--- src/rtl/mdr_mem_interface.sv ---
// mdr_mem_interface: memory address/data register pair (MAR + MDR) with a
// single-word req/ack memory sequencer. MDR feeds the bus multiplexer.
// Every output is either a flop or a decode of the state register, so no
// input reaches an output without passing through a clock edge.

module mdr_mem_interface #(
  parameter int ADDR_W  = 9,   // MAR / memory address width
  parameter int TIMEOUT = 15   // wait cycles before an unanswered request aborts (1..255)
) (
  input  logic              clock,
  input  logic              clear,
  input  logic [31:0]       BusMuxOut,
  input  logic              MARin,
  input  logic              MDRin,
  input  logic              Read,
  input  logic              Write,
  input  logic              err_clr,
  input  logic [31:0]       mem_rdata,
  input  logic              mem_ack,
  output logic [31:0]       MDR_Bus_lines,
  output logic [ADDR_W-1:0] MAR_addr,
  output logic              mem_req,
  output logic              mem_we,
  output logic [ADDR_W-1:0] mem_addr,
  output logic [31:0]       mem_wdata,
  output logic              busy,
  output logic              done,
  output logic              timeout_err
);

  typedef enum logic [1:0] {
    IDLE    = 2'd0,
    RD_WAIT = 2'd1,
    WR_WAIT = 2'd2
  } state_t;

  // Last counter value before the abort; the counter is 8 bits wide to
  // cover the full 1..255 range of TIMEOUT.
  localparam logic [7:0] CNT_LAST = 8'(TIMEOUT - 1);

  state_t      state;
  state_t      state_nxt;
  logic [7:0]  wait_cnt;
  logic [31:0] mdr;
  logic [ADDR_W-1:0] mar;

  logic waiting;
  logic ack_hit;
  logic tmo_hit;
  logic idle_load_ok;

  // Upper bus bits are not part of the address; collected here so they are
  // visibly consumed rather than silently dropped.
  logic bus_unused;
  assign bus_unused = ^BusMuxOut[31:ADDR_W];

  assign waiting = (state != IDLE);
  // An ack on the final wait edge wins over the timeout.
  assign ack_hit = waiting && mem_ack;
  assign tmo_hit = waiting && !mem_ack && (wait_cnt == CNT_LAST);
  // Registers accept bus loads only while no transaction is outstanding.
  assign idle_load_ok = (state == IDLE);

  // State register.
  // NOTE: sequential state uses non-blocking (<=) so every flop samples the
  // pre-edge values of the others, independent of statement order.
  always_ff @(posedge clock or posedge clear) begin
    if (clear) state <= IDLE;
    else       state <= state_nxt;
  end

  // Next-state logic: Read has priority over Write; wait states leave on
  // ack or on timeout.
  // NOTE: the default assignment first guarantees every path drives
  // state_nxt, so no latch is inferred.
  always_comb begin
    state_nxt = state;
    case (state)
      IDLE: begin
        if (Read)       state_nxt = RD_WAIT;
        else if (Write) state_nxt = WR_WAIT;
      end
      RD_WAIT, WR_WAIT: begin
        if (ack_hit || tmo_hit) state_nxt = IDLE;
      end
      default: state_nxt = IDLE;
    endcase
  end

  // Output decode from the state register only.
  always_comb begin
    busy   = 1'b0;
    mem_we = 1'b0;
    case (state)
      RD_WAIT: busy = 1'b1;
      WR_WAIT: begin
        busy   = 1'b1;
        mem_we = 1'b1;
      end
      default: ;
    endcase
  end

  // The request is exactly the wait phase: it rises with entry and drops
  // on the same edge that returns to IDLE.
  assign mem_req = busy;

  // Wait counter: parked at zero in IDLE, so each transaction starts from 0.
  always_ff @(posedge clock or posedge clear) begin
    if (clear)                                wait_cnt <= 8'd0;
    else if (!waiting || ack_hit || tmo_hit)  wait_cnt <= 8'd0;
    else                                      wait_cnt <= wait_cnt + 8'd1;
  end

  // MAR: loads in IDLE; a same-cycle Read/Write then uses the new address.
  always_ff @(posedge clock or posedge clear) begin
    if (clear)                       mar <= '0;
    else if (idle_load_ok && MARin)  mar <= BusMuxOut[ADDR_W-1:0];
  end

  // MDR: captures read data on a read ack, or the bus in IDLE unless a read
  // is starting (the read will overwrite it anyway).
  always_ff @(posedge clock or posedge clear) begin
    if (clear)                                   mdr <= '0;
    else if (ack_hit && (state == RD_WAIT))      mdr <= mem_rdata;
    else if (idle_load_ok && MDRin && !Read)     mdr <= BusMuxOut;
  end

  // Completion pulse for the cycle after the transaction ends.
  always_ff @(posedge clock or posedge clear) begin
    if (clear) done <= 1'b0;
    else       done <= ack_hit || tmo_hit;
  end

  // Sticky abort flag; a new timeout beats a simultaneous clear request.
  always_ff @(posedge clock or posedge clear) begin
    if (clear)        timeout_err <= 1'b0;
    else if (tmo_hit) timeout_err <= 1'b1;
    else if (err_clr) timeout_err <= 1'b0;
  end

  assign MDR_Bus_lines = mdr;
  assign mem_wdata     = mdr;
  assign MAR_addr      = mar;
  assign mem_addr      = mar;

endmodule
--- config.mk ---
export PLATFORM = sky130hd
export DESIGN_NAME = mdr_mem_interface
export DESIGN_NICKNAME = d
export VERILOG_FILES = /design/src/rtl/mdr_mem_interface.sv
export SDC_FILE = /design/constraint.sdc
export NUM_CORES = 1
export LEC_CHECK = 0
export CAP_MARGIN = 25
export CORE_MARGIN = 3
export CORE_UTILIZATION = 41
export CTS_CLUSTER_SIZE = 40
export DETAILED_ROUTE_END_ITERATION = 8
export GPL_TIMING_DRIVEN = 0
export PLACE_DENSITY = 0.89
export SLEW_MARGIN = 20
export SYNTH_ARGS = -nofsm -noshare
export SYNTH_HDL_FRONTEND = slang
export SYNTH_SLANG_ARGS = --single-unit
export TNS_END_PERCENT = 100
--- constraint.sdc ---
create_clock -name clock -period 2.38 [get_ports clock]
set_input_delay 0.476 -clock clock [delete_from_list [all_inputs] [get_ports clock]]
set_output_delay 0.476 -clock clock [all_outputs]
set_load 0.02 [all_outputs]
==> impl_metrics.yaml, run 1 <==
place:
  port_buffers: 158
  post-dp-hpwl_um: 6590
  dp_slack_ns: 0.303
  gp_congestion: 0.787
sta:
  rsz0062_at_grt: "no"
  timing.final.crit_share: 0.951
  fin_ws_ns: 0.116
  setup_violations: 0
  finalHoldViolCount: 0
  slew_violations: 0
  clock.fmax_ghz: 0.442
  timing.slew.headroom: 0.557
  worstMarginPinSlew_ns: 0.665
  finClkSkew_ns: 0.00640
  period_needed_ns: 2.26
global_route:
  use_met1: 0.257
  grt_use_total: 0.212
  antenna_found_initial: 0
  grt_pass1_wl_um: 12900
  busiest_layer: "met2"
  grt_use_met2: 0.386
  grt_pass1_vias: 2728
  grt_max_degree: 54
  grt-ovfl-total: 0
  gr-usage-met3: 0.0357
route:
  wl_um: 8370
  drt_pre_antenna_iters: 4
  avgRoutedWirePerCell_um: 15.3
  drtIter0Drc: 159
  drc: 0
  viasPerCell: 4.96
  drtAntennaViolNets: 0
  dr_total_vias: 2713
die:
  dieArea_um2: 7720
  ioPinCount: 159
  rows: 29
  start_util: 0.428
  die_x_um: 87.9
  die_y_um: 87.9
  core-area_um2: 6420
synthesis:
  ys_ff_latch: 53
  async_flop_share: 1.00
  synthesis.nets: 381
  syn_area_um2: 2750
  syn_inst: 304
  yosysSeqAreaShare: 0.483
  synth.distinct_cells: 32
  synthFlopType: "dfrtp_1"
  synth_area_per_cell_um2: 9.04
  synth-warning-count: 0
  synth-edff-count: 0
finish:
  diodes: 0
  nNetsFinal: 546
  area_delta_synth_final_pct: 65.5
  drive_above_1_share: 0.145
worst_setup_path:
  end_kind: "output pin"
  critPathArrivalTime_ns: 1.79
  start_kind: "flop"
  crit_path_max_incr_delay_ns: 0.64
  crit_slowest_cell: "clkdlybuf4s50_1"
  worstPathRequired_ns: 1.90
  path_max_fanout: 6
  critPathKind: "reg2out"
  rr_worst_depth: 7
  crit_chain: "inv_1 -> ha_1 -> clkdlybuf4s50_1"
min_path:
  worst_hold_path_type: "reg2reg"
  hold_depth: 1
clock_network:
  cts_tree: "done"
  root_buffer: "clkbuf_8"
  h-tree-depth: 2
  clk_pin_slew_ns: 0.09
  insertion_delay_ns: 0.30
  cts.path.max_buffers: 2
  cts_buffers: 5
  cts_sinks: 53
outcome:
  status: "complete, no violations"
power:
  ir_worst_vdd_mv: 0.703
  cellLeakagePower_nw: 1.98
  powerDensity_nw_per_um2: 1350
  finalPower_mw: 6.16
run:
  drv_cap: 0
cells in the mapped netlist (all sizes together), types with 2 or more instances:
cell | count | area, um^2
nand3 | 2 | 10.0
a31oi | 33 | 206
ha | 5 | 62.6
o21ai | 3 | 15.0
mux2 | 9 | 101
nor2 | 33 | 124
or3 | 3 | 18.8
nand4 | 3 | 18.8
buf | 49 | 349
dfrtp | 53 | 1330
inv | 8 | 30.0
nor3 | 3 | 26.3
clkbuf | 8 | 30.0
nand2b | 3 | 18.8
a21oi | 5 | 25.0
nand3b | 4 | 30.0
nand2 | 67 | 251
o211ai | 2 | 15.0
area by class of cell:
| type | count | area (um^2) |
|---|---|---|
| clock buffer | 7 | 86.3 |
| buffer | 57 | 379 |
| clock inverter | 1 | 30.0 |
| inverter | 8 | 32.5 |
| timing repair buffer | 158 | 1580 |
| sequential | 53 | 1330 |
| fill | 491 | 1880 |
| tap | 77 | 96.3 |
| multi-input combinational | 186 | 1010 |
cells in the final DEF, fill, tap and decap left out, types with 2 or more instances in the layout:
master / Yosys / final
a21oi_1: 5 / 5
a31oi_1: 33 / 33
buf_2: 6 / 6
buf_4: 42 / 42
clkbuf_1: 8 / 9
clkbuf_8: 0 / 6
clkdlybuf4s50_1: 0 / 157
dfrtp_1: 53 / 53
ha_1: 5 / 5
inv_1: 8 / 7
mux2_2: 9 / 9
nand2_1: 67 / 67
nand2b_1: 3 / 3
nand3_1: 2 / 2
nand3b_1: 4 / 4
nand4_1: 3 / 3
nor2_1: 33 / 33
nor3_1: 2 / 2
o211ai_1: 2 / 2
o21ai_0: 3 / 3
or3_1: 3 / 3
critical path: cells and delay by family (launching register included):
kind,cells,cell delay [ns]
adder cells (fa/ha/maj),1,0.37
buffers and inverters,2,0.72
flip-flops,1,0.40
power by group:
part | switching, mW | internal, mW | total [mW]
logic | 1.83 | 2.09 | 3.91
registers | 0.325 | 1.29 | 1.61
clock network | 0.285 | 0.343 | 0.628
total | 2.44 | 3.72 | 6.16
registers in the layout (all words and copies together) (netlist names):
name           cells
state              2
timeout_err        1
done               1
MDR_Bus_lines     32
MAR_addr           9
wait_cnt           8
kinds of logic (layout without fill, tap and decap cells):
| logic type | Yosys count | in the layout | synth area share |
|---|---|---|---|
| and+or+nand+nor | 122 | 122 | 0.194 |
| buffers and inverters | 65 | 231 | 0.149 |
| DFF | 53 | 53 | 0.483 |
| AOI/OAI and AO/OA | 50 | 50 | 0.115 |
| muxes | 9 | 9 | 0.0369 |
| adders and majority gates | 5 | 5 | 0.0228 |
worst paths after layout:
path	startpoint	endpoint	slack, ns
worst max-delay path	state[0]	busy	0.12
worst min-delay path	MAR_addr[7]	MAR_addr[7]	0.55
worst max register to register	state[1]	MDR_Bus_lines[18]	0.50
worst min register to register	MAR_addr[7]	MAR_addr[7]	0.55
max in group asynchronous	clear	wait_cnt[2]	1.31
min in group asynchronous	clear	state[0]	0.61
metal layers:
| layer | wire (um) | share of wire |
|---|---|---|
| met5 | 0 | 0 |
| met4 | 142 | 0.017 |
| met3 | 539 | 0.064 |
| met1 | 3260 | 0.39 |
| met2 | 4430 | 0.53 |
per-stage QoR:
| stage | instances | cell area, um^2 | hold slack, ns | utilization | setup TNS, ns |
|---|---|---|---|---|---|
| floorplan | 304 | 2750 | 0.505 | - | 0 |
| finish | 547 | 4550 | 0.545 | 0.708 | 0 |
| CTS | 547 | 4540 | 0.547 | 0.708 | 0 |
| global placement | 539 | 4430 | 0.515 | 0.689 | -20.75 |
| detailed placement | 539 | 4430 | 0.525 | 0.689 | 0 |
| global route | 547 | 4550 | 0.565 | 0.708 | 0 |
timing repair:
action / 4_1_cts / 5_1_grt
setup endpoints to repair: 0 / 1
gates resized for setup: 0 / 1
buffers inserted: 0 / 0
hold buffers: 0 / 0
hold endpoints to repair: 0 / 0
(Power assumes the default switching activity.)
==> inputs of run 2 (changes only) <==
- CELL_PAD_IN_SITES_DETAIL_PLACEMENT: unset -> 2
- CELL_PAD_IN_SITES_GLOBAL_PLACEMENT: unset -> 2
- CORE_UTILIZATION: 41 -> 22
- PLACE_DENSITY: 0.89 -> 0.88
==> run 2 against run 1 <==
Effect of this change:
- clock power rose by 38%
- routed wire length rose by 26%
- flip-flop and latch count did not move
- clock skew rose by 0.00070 ns
- sequential share of layout area fell by 1.1 points
- core utilization fell by 32 points
- final cell count rose by 17%
- critical path type unchanged
- count of clock-buffer cells in the layout did not move
- first-iteration DRC count fell by 51%
- non-clock buffer count did not move
- sequential power barely moved
==> impl_metrics.yaml, run 2 (same netlist as run 1, synthesis figures left out) <==
global_route:
  grt-ovfl-total: 0
  grt_pass1_vias: 3243
  grt_pass1_wl_um: 17500
  grt_use_total: 0.153
  grt_max_degree: 54
  antenna_found_initial: 0
sta:
  finClkSkew_ns: 0.00709
  rsz0062_at_grt: "no"
  setup_violations: 0
  tns_ns: 0
  finalHoldViolCount: 0
  hold_ws_ns: 0.544
  slew_violations: 0
  timing.slew.headroom: 0.532
  clock.fmax_ghz: 0.442
  timing.final.crit_share: 0.950
  period_needed_ns: 2.26
  worstMarginPinSlew_ns: 0.701
die:
  ioPinCount: 159
  start_util: 0.227
  die_x_um: 118
  rows: 40
  dieArea_um2: 13900
  core-area_um2: 12100
  die_y_um: 118
route:
  dr_total_vias: 2790
  drtAntennaViolNets: 0
  drc: 0
  drt_pre_antenna_iters: 4
  avgRoutedWirePerCell_um: 16.6
  drtIter0Drc: 78
  wl_um: 10600
  viasPerCell: 4.37
clock_network:
  cts_buffers: 5
  cts.path.max_buffers: 2
  root_buffer: "clkbuf_16"
  cts_tree: "done"
  insertion_delay_ns: 0.29
  h-tree-depth: 2
  hold_buffers: 0
  cts_sinks: 53
  clk_pin_slew_ns: 0.08
  cts_setup_buffers: 0
worst_setup_path:
  crit_chain: "inv_1 -> ha_2 -> clkdlybuf4s50_1"
  critPathKind: "reg2out"
  path_max_fanout: 6
  crit_slowest_cell: "clkdlybuf4s50_1"
  crit_path_max_incr_delay_ns: 0.62
  worstPathRequired_ns: 1.90
  start_kind: "flop"
  critPathArrivalTime_ns: 1.79
  end_kind: "output pin"
power:
  cellLeakagePower_nw: 2.01
  ir_worst_vdd_mv: 0.578
  powerDensity_nw_per_um2: 1370
place:
  port_buffers: 158
  post-dp-hpwl_um: 8320
  gp_congestion: 0.744
finish:
  final_common_cell: "clkdlybuf4s50_1"
  drive_above_1_share: 0.147
  largest_reg_flops: 32
  diodes: 0
  area_delta_synth_final_pct: 71.8
  layout_common_cells: "clkdlybuf4s50_1 (157), nand2_1 (67), dfrtp_1 (53), buf_4 (42)"
  nNetsFinal: 546
outcome:
  status: "complete, no violations"
min_path:
  worst_hold_path_type: "reg2reg"
run:
  drv_cap: 0
-- run 2: cell counts in the layout (fill, tap and decap cells not counted) --
No cell type changed its count.
-- run 2: cell type report --
| type | instances | area (um^2) |
|---|---|---|
| Clock inverter | 1 | 30.0 |
| Fill cell | 1375 | 7390 |
| Multi-Input combinational cell | 186 | 1010 |
| Timing Repair Buffer | 158 | 1580 |
| Tap cell | 168 | 210 |
| Inverter | 8 | 32.5 |
| Buffer | 57 | 379 |
| Sequential cell | 53 | 1330 |
| Clock buffer | 7 | 143 |
-- run 2: where the power goes --
| group | total, mW | internal [mW] | switching, mW |
|---|---|---|---|
| Clock | 0.869 | 0.527 | 0.342 |
| Combinational | 3.98 | 2.09 | 1.88 |
| Sequential | 1.62 | 1.29 | 0.336 |
| Total | 6.47 | 3.91 | 2.56 |
-- run 2: critical path, delay by kind of cell, from the launching register on --
kind	cells	cell delay (ns)
fa+ha+maj	1	0.37
buf+inv	2	0.71
flops	1	0.41
-- run 2: layer usage --
metal	wire length [um]	GRT usage
met3	503	0.0336
met5	0	0
met1	4240	0.177
met2	5690	0.289
met4	140	0.0322
-- run 2: timing repair --
| action | 4_1_cts | 5_1_grt |
|---|---|---|
| setup endpoints to repair | 0 | 2 |
| endpoints found under the hold margin | 0 | 0 |
| resized for setup | 0 | 2 |
-- run 2: metrics by stage --
stage | total power [mW] | std cells | setup WS [ns] | util | area (um^2)
5_1_grt | 6.87 | 638 | 0.0151 | 0.390 | 4720
3_3_place_gp | 5.52 | 630 | -0.574 | 0.375 | 4540
2_1_floorplan | 3.71 | 304 | 0.618 | - | 2750
4_1_cts | 6.57 | 638 | 0.00112 | 0.389 | 4710
3_5_place_dp | 5.69 | 630 | 0.197 | 0.375 | 4540
6_report | 6.47 | 638 | 0.119 | 0.390 | 4720
-- run 2: worst paths after layout --
path / from / end / slack (ns) / cells past startpoint
max: state[0] / busy / 0.12 / 3
min: MAR_addr[6] / MAR_addr[6] / 0.54 / 1
max reg2reg: state[0] / MDR_Bus_lines[23] / 0.47 / 7
min reg2reg: MAR_addr[6] / MAR_addr[6] / 0.54 / 1
max in group asynchronous: clear / MAR_addr[0] / 1.26 / 2
min in group asynchronous: clear / MDR_Bus_lines[23] / 0.66 / 2
